File: src/rtl/cdb_arbiter.sv
// Common data bus arbiter: per-producer result FIFOs drained one entry per cycle,
// granted round-robin and broadcast from registered outputs.
module cdb_arbiter #(
  parameter int NUM_SRC    = 2,
  parameter int DEPTH      = 2,
  parameter int DATA_WIDTH = 32,
  parameter int TAG_WIDTH  = 6,
  parameter int ROB_W      = 5
) (
  input  logic                            clk,
  input  logic                            rst_n,
  input  logic                            flush,
  input  logic [NUM_SRC-1:0]              src_valid,
  output logic [NUM_SRC-1:0]              src_ready,
  input  logic [NUM_SRC*TAG_WIDTH-1:0]    src_tag,
  input  logic [NUM_SRC*DATA_WIDTH-1:0]   src_data,
  input  logic [NUM_SRC*ROB_W-1:0]        src_rob_id,
  output logic                            cdb_valid,
  output logic [TAG_WIDTH-1:0]            cdb_tag,
  output logic [DATA_WIDTH-1:0]           cdb_data,
  output logic [ROB_W-1:0]                cdb_rob_id,
  output logic [$clog2(NUM_SRC)-1:0]      cdb_src,
  output logic [31:0]                     conflict_cnt
);

  localparam int SRC_W = $clog2(NUM_SRC);
  localparam int PTR_W = $clog2(DEPTH);
  localparam int CNT_W = PTR_W + 1;

  typedef struct packed {
    logic [TAG_WIDTH-1:0]  tag;
    logic [DATA_WIDTH-1:0] data;
    logic [ROB_W-1:0]      rob_id;
  } entry_t;

  entry_t           mem_q    [NUM_SRC][DEPTH];
  logic [PTR_W-1:0] wr_ptr_q [NUM_SRC];
  logic [PTR_W-1:0] wr_ptr_d [NUM_SRC];
  logic [PTR_W-1:0] rd_ptr_q [NUM_SRC];
  logic [PTR_W-1:0] rd_ptr_d [NUM_SRC];
  logic [CNT_W-1:0] count_q  [NUM_SRC];
  logic [CNT_W-1:0] count_d  [NUM_SRC];

  logic [NUM_SRC-1:0] push, pop, nonempty;
  logic [SRC_W-1:0]   rr_ptr_q, rr_ptr_d, grant_idx, cand;
  logic               grant_vld;
  entry_t             head;

  logic               cdb_valid_q, cdb_valid_d;
  entry_t             cdb_q, cdb_d;
  logic [SRC_W-1:0]   cdb_src_q, cdb_src_d;
  logic [31:0]        conflict_cnt_q, conflict_cnt_d;

  // Ready depends only on occupancy, so a full FIFO refuses a push even while it pops.
  always_comb begin
    src_ready = '0;
    nonempty  = '0;
    push      = '0;
    for (int i = 0; i < NUM_SRC; i++) begin
      src_ready[i] = (count_q[i] != CNT_W'(DEPTH));
      nonempty[i]  = (count_q[i] != '0);
      push[i]      = src_valid[i] & src_ready[i] & ~flush;
    end
  end

  // NOTE: every variable gets a default before any conditional update; a path
  // that leaves one unassigned would infer a latch.
  always_comb begin
    grant_vld = 1'b0;
    grant_idx = '0;
    cand      = '0;
    for (int k = 1; k <= NUM_SRC; k++) begin
      cand = SRC_W'((int'(rr_ptr_q) + k) % NUM_SRC);
      if (!grant_vld && nonempty[cand]) begin
        grant_vld = 1'b1;
        grant_idx = cand;
      end
    end
    pop = '0;
    if (grant_vld) pop[grant_idx] = 1'b1;
    head = mem_q[grant_idx][rd_ptr_q[grant_idx]];
  end

  always_comb begin
    for (int i = 0; i < NUM_SRC; i++) begin
      count_d[i]  = count_q[i] + CNT_W'(push[i]) - CNT_W'(pop[i]);
      wr_ptr_d[i] = push[i] ? wr_ptr_q[i] + 1'b1 : wr_ptr_q[i];
      rd_ptr_d[i] = pop[i]  ? rd_ptr_q[i] + 1'b1 : rd_ptr_q[i];
      if (flush) begin
        count_d[i]  = '0;
        wr_ptr_d[i] = '0;
        rd_ptr_d[i] = '0;
      end
    end
    cdb_valid_d = grant_vld & ~flush;
    cdb_d       = cdb_valid_d ? head      : cdb_q;
    cdb_src_d   = cdb_valid_d ? grant_idx : cdb_src_q;
    rr_ptr_d    = cdb_valid_d ? grant_idx : rr_ptr_q;
    conflict_cnt_d = conflict_cnt_q;
    if (($countones(nonempty) >= 2) && (conflict_cnt_q != 32'hFFFF_FFFF))
      conflict_cnt_d = conflict_cnt_q + 32'd1;
  end

  // NOTE: payload storage carries no reset; occupancy counters alone decide
  // which entries are meaningful, so stale contents are never observed.
  always_ff @(posedge clk) begin
    for (int i = 0; i < NUM_SRC; i++) begin
      if (push[i]) begin
        mem_q[i][wr_ptr_q[i]] <= '{tag:    src_tag[i*TAG_WIDTH +: TAG_WIDTH],
                                   data:   src_data[i*DATA_WIDTH +: DATA_WIDTH],
                                   rob_id: src_rob_id[i*ROB_W +: ROB_W]};
      end
    end
  end

  // NOTE: sequential state uses non-blocking assignments so every register
  // samples the pre-edge values regardless of statement order.
  always_ff @(posedge clk or negedge rst_n) begin
    if (!rst_n) begin
      for (int i = 0; i < NUM_SRC; i++) begin
        wr_ptr_q[i] <= '0;
        rd_ptr_q[i] <= '0;
        count_q[i]  <= '0;
      end
      rr_ptr_q       <= SRC_W'(NUM_SRC - 1);
      cdb_valid_q    <= 1'b0;
      cdb_q          <= '0;
      cdb_src_q      <= '0;
      conflict_cnt_q <= '0;
    end else begin
      wr_ptr_q       <= wr_ptr_d;
      rd_ptr_q       <= rd_ptr_d;
      count_q        <= count_d;
      rr_ptr_q       <= rr_ptr_d;
      cdb_valid_q    <= cdb_valid_d;
      cdb_q          <= cdb_d;
      cdb_src_q      <= cdb_src_d;
      conflict_cnt_q <= conflict_cnt_d;
    end
  end

  assign cdb_valid    = cdb_valid_q;
  assign cdb_tag      = cdb_q.tag;
  assign cdb_data     = cdb_q.data;
  assign cdb_rob_id   = cdb_q.rob_id;
  assign cdb_src      = cdb_src_q;
  assign conflict_cnt = conflict_cnt_q;

endmodule
File: config.mk
export PLATFORM = sky130hd
export DESIGN_NAME = cdb_arbiter
export DESIGN_NICKNAME = d
export VERILOG_FILES = /design/src/rtl/cdb_arbiter.sv
export SDC_FILE = /design/constraint.sdc
export NUM_CORES = 1
export LEC_CHECK = 0
export ABC_AREA = 1
export CAP_MARGIN = 20
export CORE_ASPECT_RATIO = 0.5
export CORE_MARGIN = 3
export CORE_UTILIZATION = 32
export DETAILED_ROUTE_END_ITERATION = 10
export PLACE_DENSITY = 0.52
export SYNTH_ARGS = -nofsm -noshare
export SYNTH_HDL_FRONTEND = slang
export SYNTH_SLANG_ARGS = --single-unit
File: constraint.sdc
create_clock -name clk -period 3.5 [get_ports clk]
set_clock_uncertainty 0.05 [all_clocks]
set_input_delay 0.875 -clock clk [delete_from_list [all_inputs] [get_ports clk]]
set_output_delay 0.875 -clock clk [all_outputs]
set_load 0.1 [all_outputs]
==> results of run 1 <==
final timing paths:
path | from | end | slack, ns | cells past startpoint
max reg2reg | count_q[3]$_DFF_PN0_ | cdb_tag[1]$_DFFE_PN0P_ | 0.67 | 9
max in group asynchronous | rst_n | cdb_data[11]$_DFFE_PN0P_ | 2.23 | 2
max | count_q[3]$_DFF_PN0_ | cdb_tag[1]$_DFFE_PN0P_ | 0.67 | 9
min | rst_n | conflict_cnt[18]$_DFFE_PN0P_ | 0.31 | 1
min reg2reg | cdb_data[17]$_DFFE_PN0P_ | cdb_data[17]$_DFFE_PN0P_ | 0.43 | 2
min in group clk | cdb_data[17]$_DFFE_PN0P_ | cdb_data[17]$_DFFE_PN0P_ | 0.43 | 2
sequential cells by signal, summed over array words and instances (netlist names):
| signal | flops |
|---|---|
| count_q | 4 |
| conflict_cnt | 32 |
| rr_ptr_q | 1 |
| cdb_valid | 1 |
| cdb_rob_id | 5 |
| mem_q | 172 |
| cdb_data | 32 |
| rd_ptr_q | 2 |
| cdb_tag | 6 |
| wr_ptr_q | 2 |
| cdb_src | 1 |
per-layer routing:
| metal | global-route usage, % | part of all wire [%] | up-vias | routed length, um |
|---|---|---|---|---|
| met5 | 0 | 0 | - | 0 |
| met4 | 4.279 | 2.2 | 0 | 682 |
| met3 | 2.805 | 4.6 | 44 | 1385 |
| met2 | 29.00 | 51 | 180 | 15540 |
| met1 | 20.21 | 42 | 3933 | 12800 |
| li1 | - | - | 3992 | - |
layout make-up:
type,instances,area (um^2),share of cell area (%)
flip-flops and latches,258,7318,51.78
multi-input cells,746,3406,24.10
repair buffers,188,1684,11.92
clock buffers,37,730.7,5.170
well taps,465,581.8,4.117
inverters,74,282.8,2.001
clock inverters,9,128.9,0.9119
cells in the final DEF, fill, tap and decap left out, types with 2 or more instances in the layout:
master           instances
inv_4                    2
clkinv_1                 2
o21ai_1                  3
nor2_2                   2
bufinv_16                2
buf_4                   95
xnor2_1                  7
o21ai_0                  2
xor2_1                  13
clkbuf_1                 6
clkdlybuf4s50_1         89
ha_1                     5
nor2_4                   6
edfxtp_1               172
dfrtp_1                 85
inv_1                   64
nor2_1                  52
clkinv_4                 2
buf_12                   4
clkbuf_16               25
nand3b_1                56
nand4_1                  3
inv_2                    6
nand2_1                494
nand3_1                 90
o21ai_4                  2
nand2_2                  3
clkbuf_8                 6
clkinvlp_4               3
o22ai_1                  2
metrics by stage:
stage	instances	utilization (%)	power [uW]	setup slack, ns
after floorplan	1121	-	8182	0.3834
after global routing	1777	41.87	13110	0.4481
final	1777	41.87	12440	0.6666
after detailed placement	1731	39.32	9721	0.6523
after global placement	1731	39.32	9678	0.7619
after CTS	1777	41.87	12570	0.6461
critical path, cell delays in order, from the launching register on:
cell,delay (ns)
dfrtp_1,0.45
o21ai_4,0.52
nand2_2,0.43
nand2_1,0.20
nand2_2,0.31
inv_2,0.14
buf_4,0.33
nand2_1,0.10
nand3_1,0.11
nand2_1,0.05
power by group:
part / leakage (uW) / switching [uW] / internal [uW]
registers: 0.00268 / 286 / 3760
logic: 0.00297 / 4310 / 1260
clock network: 0.000410 / 1210 / 1610
total: 0.00606 / 5810 / 6630
kinds of logic (layout without fill, tap and decap cells):
family | after synthesis | count (layout)
buffers and inverters | 117 | 308
xor gates and xnor gates | 20 | 20
adders and majority gates | 5 | 5
DFF | 258 | 258
and+or+nand+nor | 710 | 710
AOI/OAI and AO/OA | 11 | 11
==> reports/qor.csv, run 1 <==
metric,value,unit
fin_area,14130,um^2
synthTopCellsByArea,"edfxtp_1, dfrtp_1, nand2_1",
clock-sinks,258,
grt_antenna_before_repair,0,
setup_violations,0,
port_buffers,169,
numCtsBuffers,25,
die_w,270.5,um
viasPerCell,4.586,
synth_async_sr_flop_share,33.33,%
die_area,37400,um^2
postCtsSetupBuffers,0,
max_slew_margin,55.83,%
clkTransAtPathRegs,0.07,ns
min-delay-path-class,in -> async,
synth_seq_cells,258,
num-nets-final,1389,
cts_resized,0,
synth_top_family_by_area,simple AND/OR/NAND/NOR gates,
min_period,2.833,ns
synth-edff-count,172,
required,3.89,ns
synth_area,11190,um^2
synthFlopType,edfxtp_1,
rows,47,
path_class,reg -> reg,
syn_area_per_cell,9.986,um^2
yosys_warnings,0,
setup_tns,0,ns
cts_tree,done,
post-synth-top-count-cell,nand2_1,
muxShareOfSynthArea,0,%
max_freq,352.9,MHz
status,"finished, final reports clean",
powerDensity,880.5,nW/um^2
synthAdderAreaFrac,0.5588,%
io_pins,170,
synth_commonest_cells,"nand2_1, edfxtp_1, nand3_1",
die_y,138.3,um
detail-route-antenna-nets,0,
num_antenna_cells,0,
core,33750,um^2
critPathMaxFanout,25,
ir_drop,0.0003860,V
rsz0062_at_grt,no,
drc,0,
p_leak,0.006065,uW
syn_to_final_growth,26.24,%
cts_hold_buffers,0,
drt-pass1-iter-count,5,
grt.overflow.total,0,
cts-root-buf,clkbuf_16,
wirelength,30.41,mm
grt_pass1_vias,8255,
drv_cap,0,
grt_first_pass_wirelength,47.69,mm
synth_top_cell_by_area,edfxtp_1,
wl_per_cell,17.12,um
ys_seq_area_share,65.37,%
netlist.area_leader.share,46.14,%
drive_above_1_share,12.58,%
synth.distinct_cells,33,
synthSimpleGateAreaFrac,27.26,%
num-fill-cells,3270,
vias,8149,
globalRouteTotalUtil,16.15,%
place.gp.congestion,0.8594,
worst_pin_slew,0.6625,ns
initial_core_util,33.16,%
synth_compound_area_share,0.6483,%
synthCells,1121,
dp_hpwl,19.46,mm
htreeDepth,1,
drt_iter0_drc,543,
clock_path_buffers,3,
yosys.area_share.xor_xnor,1.565,%
cp.arrival,3.22,ns
critPathLaunchType,flip-flop,
period_share,80.96,%
grt_max_degree,50,
hold_ws,0.3104,ns
postPlaceCellArea,13270,um^2
clk-insertion-delay-late,0.55,ns
synth_nets,1217,
end_kind,flip-flop,
slew_violations,0,
hold_violations,0,
Note: power is estimated with default switching activity, not from simulation.
==> inputs of run 2 (changes only) <==
Settings changed: PLACE_DENSITY 0.52 to 0.54.
Clock period 3.5 ns to 2.5 ns, I/O delays scaled along.
==> run 2 against run 1 <==
Compared with the run above:
- utilization increased by 0.31 points
- via count increased by 0.31%
- sequential power increased by 39%
- wire length decreased by 0.74%
- global-route usage decreased by 0.21 points
- setup slack got worse by 0.34 ns
- largest power group unchanged
- sequential share of layout area decreased by 0.38 points
- fmax increased by 30%
==> reports/qor.csv, run 2 (synthesis gave the netlist of run 1 again) <==
metric,value,unit,change
hold_violations,0,,unchanged
core,33750,um^2,unchanged
drt_iter0_drc,438,,was 543
area.sequential,7318,um^2,unchanged
period_share,87.03,%,was 80.96%
cts-root-buf,clkbuf_16,,unchanged
required,2.87,ns,was 3.89 ns
rsz0062_at_grt,no,,unchanged
grt_pass1_vias,8259,,was 8255
clock-sinks,258,,unchanged
rows,47,,unchanged
io_pins,170,,unchanged
place.gp.congestion,0.8934,,was 0.8594
reg2reg_depth,9,,unchanged
cts_tree,done,,unchanged
cp_cell_sequence,"nor2_2, inv_2, nand2_2, nand2_1, nand2_2, buf_4, nand3_1, nand3_1, nand2_1",,"was o21ai_4, nand2_2, nand2_1, nand2_2, inv_2, buf_4, nand2_1, nand3_1, nand2_1"
slew_violations,0,,unchanged
crit_family,simple AND/OR/NAND/NOR gates,,unchanged
min-delay-path-class,reg -> reg,,was in -> async
grt_first_pass_wirelength,47.13,mm,was 47.69 mm
numCtsBuffers,26,,was 25
worstReg2RegStart,count_q[1]$_DFF_PN0_,,was count_q[3]$_DFF_PN0_
ir_drop,0.0007146,V,was 0.0003860 V
min_period,2.176,ns,was 2.833 ns
holdPathStages,2,,
initial_core_util,33.16,%,unchanged
htreeDepth,1,,unchanged
die_y,138.3,um,unchanged
clock_path_buffers,3,,unchanged
detail-route-antenna-nets,0,,unchanged
hold_start,cdb_src$_DFFE_PN0P_,,
r2r_slack,0.32,ns,was 0.67 ns
cp.arrival,2.55,ns,was 3.22 ns
wl_per_cell,16.96,um,was 17.12 um
postCtsSetupBuffers,0,,unchanged
wl_met3,1.117,mm,was 1.385 mm
die_area,37400,um^2,unchanged
num-fill-cells,3276,,was 3270
setup_tns,0,ns,unchanged
dp_hpwl,19.30,mm,was 19.46 mm
clkTransAtPathRegs,0.07,ns,about the same
viasPerCell,4.592,,was 4.586
critPathMaxFanout,43,,was 25
vias,8174,,was 8149
multi_input_area,3411,um^2,was 3406 um^2
fin_util,42.18,%,was 41.87%
grt_max_degree,47,,was 50
cp.depth,9,,unchanged
r2r_end,cdb_data[21]$_DFFE_PN0P_,,was cdb_tag[1]$_DFFE_PN0P_
port_buffers,169,,unchanged
end_kind,flip-flop,,unchanged
drt-pass1-iter-count,5,,unchanged
drc,0,,unchanged
wirelength,30.19,mm,was 30.41 mm
drv_cap,0,,unchanged
cp_slowest_stage_delay,0.50,ns,was 0.52 ns
setup_violations,0,,unchanged
fin_area,14240,um^2,was 14130 um^2
postPlaceCellArea,13370,um^2,was 13270 um^2
max_slew_margin,59.69,%,was 55.83%
final_cell_mix,"nand2_1, edfxtp_1, nand3_1",,"was nand2_1, edfxtp_1, buf_4"
dr_wl_met2,15.37,mm,was 15.54 mm
grt.overflow.total,0,,unchanged
critPathLaunchType,flip-flop,,unchanged
syn_to_final_growth,27.18,%,was 26.24%
num_antenna_cells,0,,unchanged
path_class,reg -> reg,,unchanged
die_w,270.5,um,unchanged
drive_above_1_share,12.78,%,was 12.58%
globalRouteTotalUtil,15.94,%,was 16.15%
highest_layer,met4,,unchanged
clk-insertion-delay-late,0.56,ns,was 0.55 ns
status,"finished, final reports clean",,unchanged
cp_slowest_cell,buf_4,,was o21ai_4
p_leak,0.006113,uW,was 0.006065 uW
num-nets-final,1392,,was 1389
cp_num_buf_inv,2,,unchanged
max_freq,459.6,MHz,was 352.9 MHz
largest_reg_flops,172,,unchanged
worst_pin_slew,0.6047,ns,was 0.6625 ns
min_to,cdb_src$_DFFE_PN0P_,,
grt_antenna_before_repair,0,,unchanged
wl_met1,13.11,mm,was 12.80 mm
final_common_cell,nand2_1,,unchanged
powerDensity,1224,nW/um^2,was 880.5 nW/um^2
[run 2: cell count changes in the layout (fill, tap and decap cells not counted), sizes merged]
| cell | before | now |
|---|---|---|
| clkbuf | 37 | 31 |
| clkinv | 4 | 15 |
| dlygate4sd3 | 0 | 1 |
| inv | 74 | 72 |
| buf | 99 | 100 |
| clkinvlp | 3 | 1 |
[run 2: power breakdown]
group          internal, uW  switching [uW]
Clock                  2210            1690
Sequential             5260             375
Combinational          1820            6060
[run 2: stage by stage]
step                      worst slack, ns  std cells  hold slack [ns]  total power [uW]
after global placement             0.1956       1732           0.4169             13610
final                              0.3242       1780           0.4289             17420
after CTS                          0.3089       1780           0.4335             17610
after global routing               0.1626       1780           0.4479             18330
after floorplan                   0.08619       1121           0.2794             11470
after detailed placement           0.1542       1732           0.4178             13670
[run 2: timing repair]
item                                   in CTS  in global routing
endpoints found under the hold margin       9                  0
gates resized for setup                     0                  0
hold buffers                                1                  0
setup endpoints to repair                   0                  0
[run 2: per-layer routing]
metal  GRT usage [%]  vias up
met1           20.00     3981
met2           29.01      162
li1                -     3987
met4           3.457        0
met5               0        -
met3           2.649       44
[run 2: how the worst max path moves through the flow]
stage                                startpoint                      endpoint  slack, ns
finish                     count_q[1]$_DFF_PN0_      cdb_data[21]$_DFFE_PN0P_       0.32
global route               count_q[1]$_DFF_PN0_      cdb_data[20]$_DFFE_PN0P_       0.16
CTS                        count_q[2]$_DFF_PN0_                  src_ready[0]       0.31
detailed placement                 src_valid[0]          count_q[3]$_DFF_PN0_       0.15
global placement                   src_valid[0]          count_q[3]$_DFF_PN0_       0.20
floorplan           conflict_cnt[1]$_DFFE_PN0P_  conflict_cnt[14]$_DFFE_PN0P_       0.09
[run 2: cell type report]
class / instances / area share (%)
repair buffers: 190 / 12.57
multi-input cells: 746 / 23.96
well taps: 465 / 4.086
clock inverters: 16 / 1.090
clock buffers: 31 / 4.913
flip-flops and latches: 258 / 51.40
inverters: 74 / 1.986
[run 2: worst min-delay path: cells and delay by family (launching register included)]
kind             cells  cell delay, ns
and+or+nand+nor      2            0.10
DFF                  1            0.35
==> inputs of run 3 (changes only) <==
Settings changed: SLEW_MARGIN set to 20.
==> results of run 3 <==
No change in the layout: final DEF, timing and power equal those of run 2.
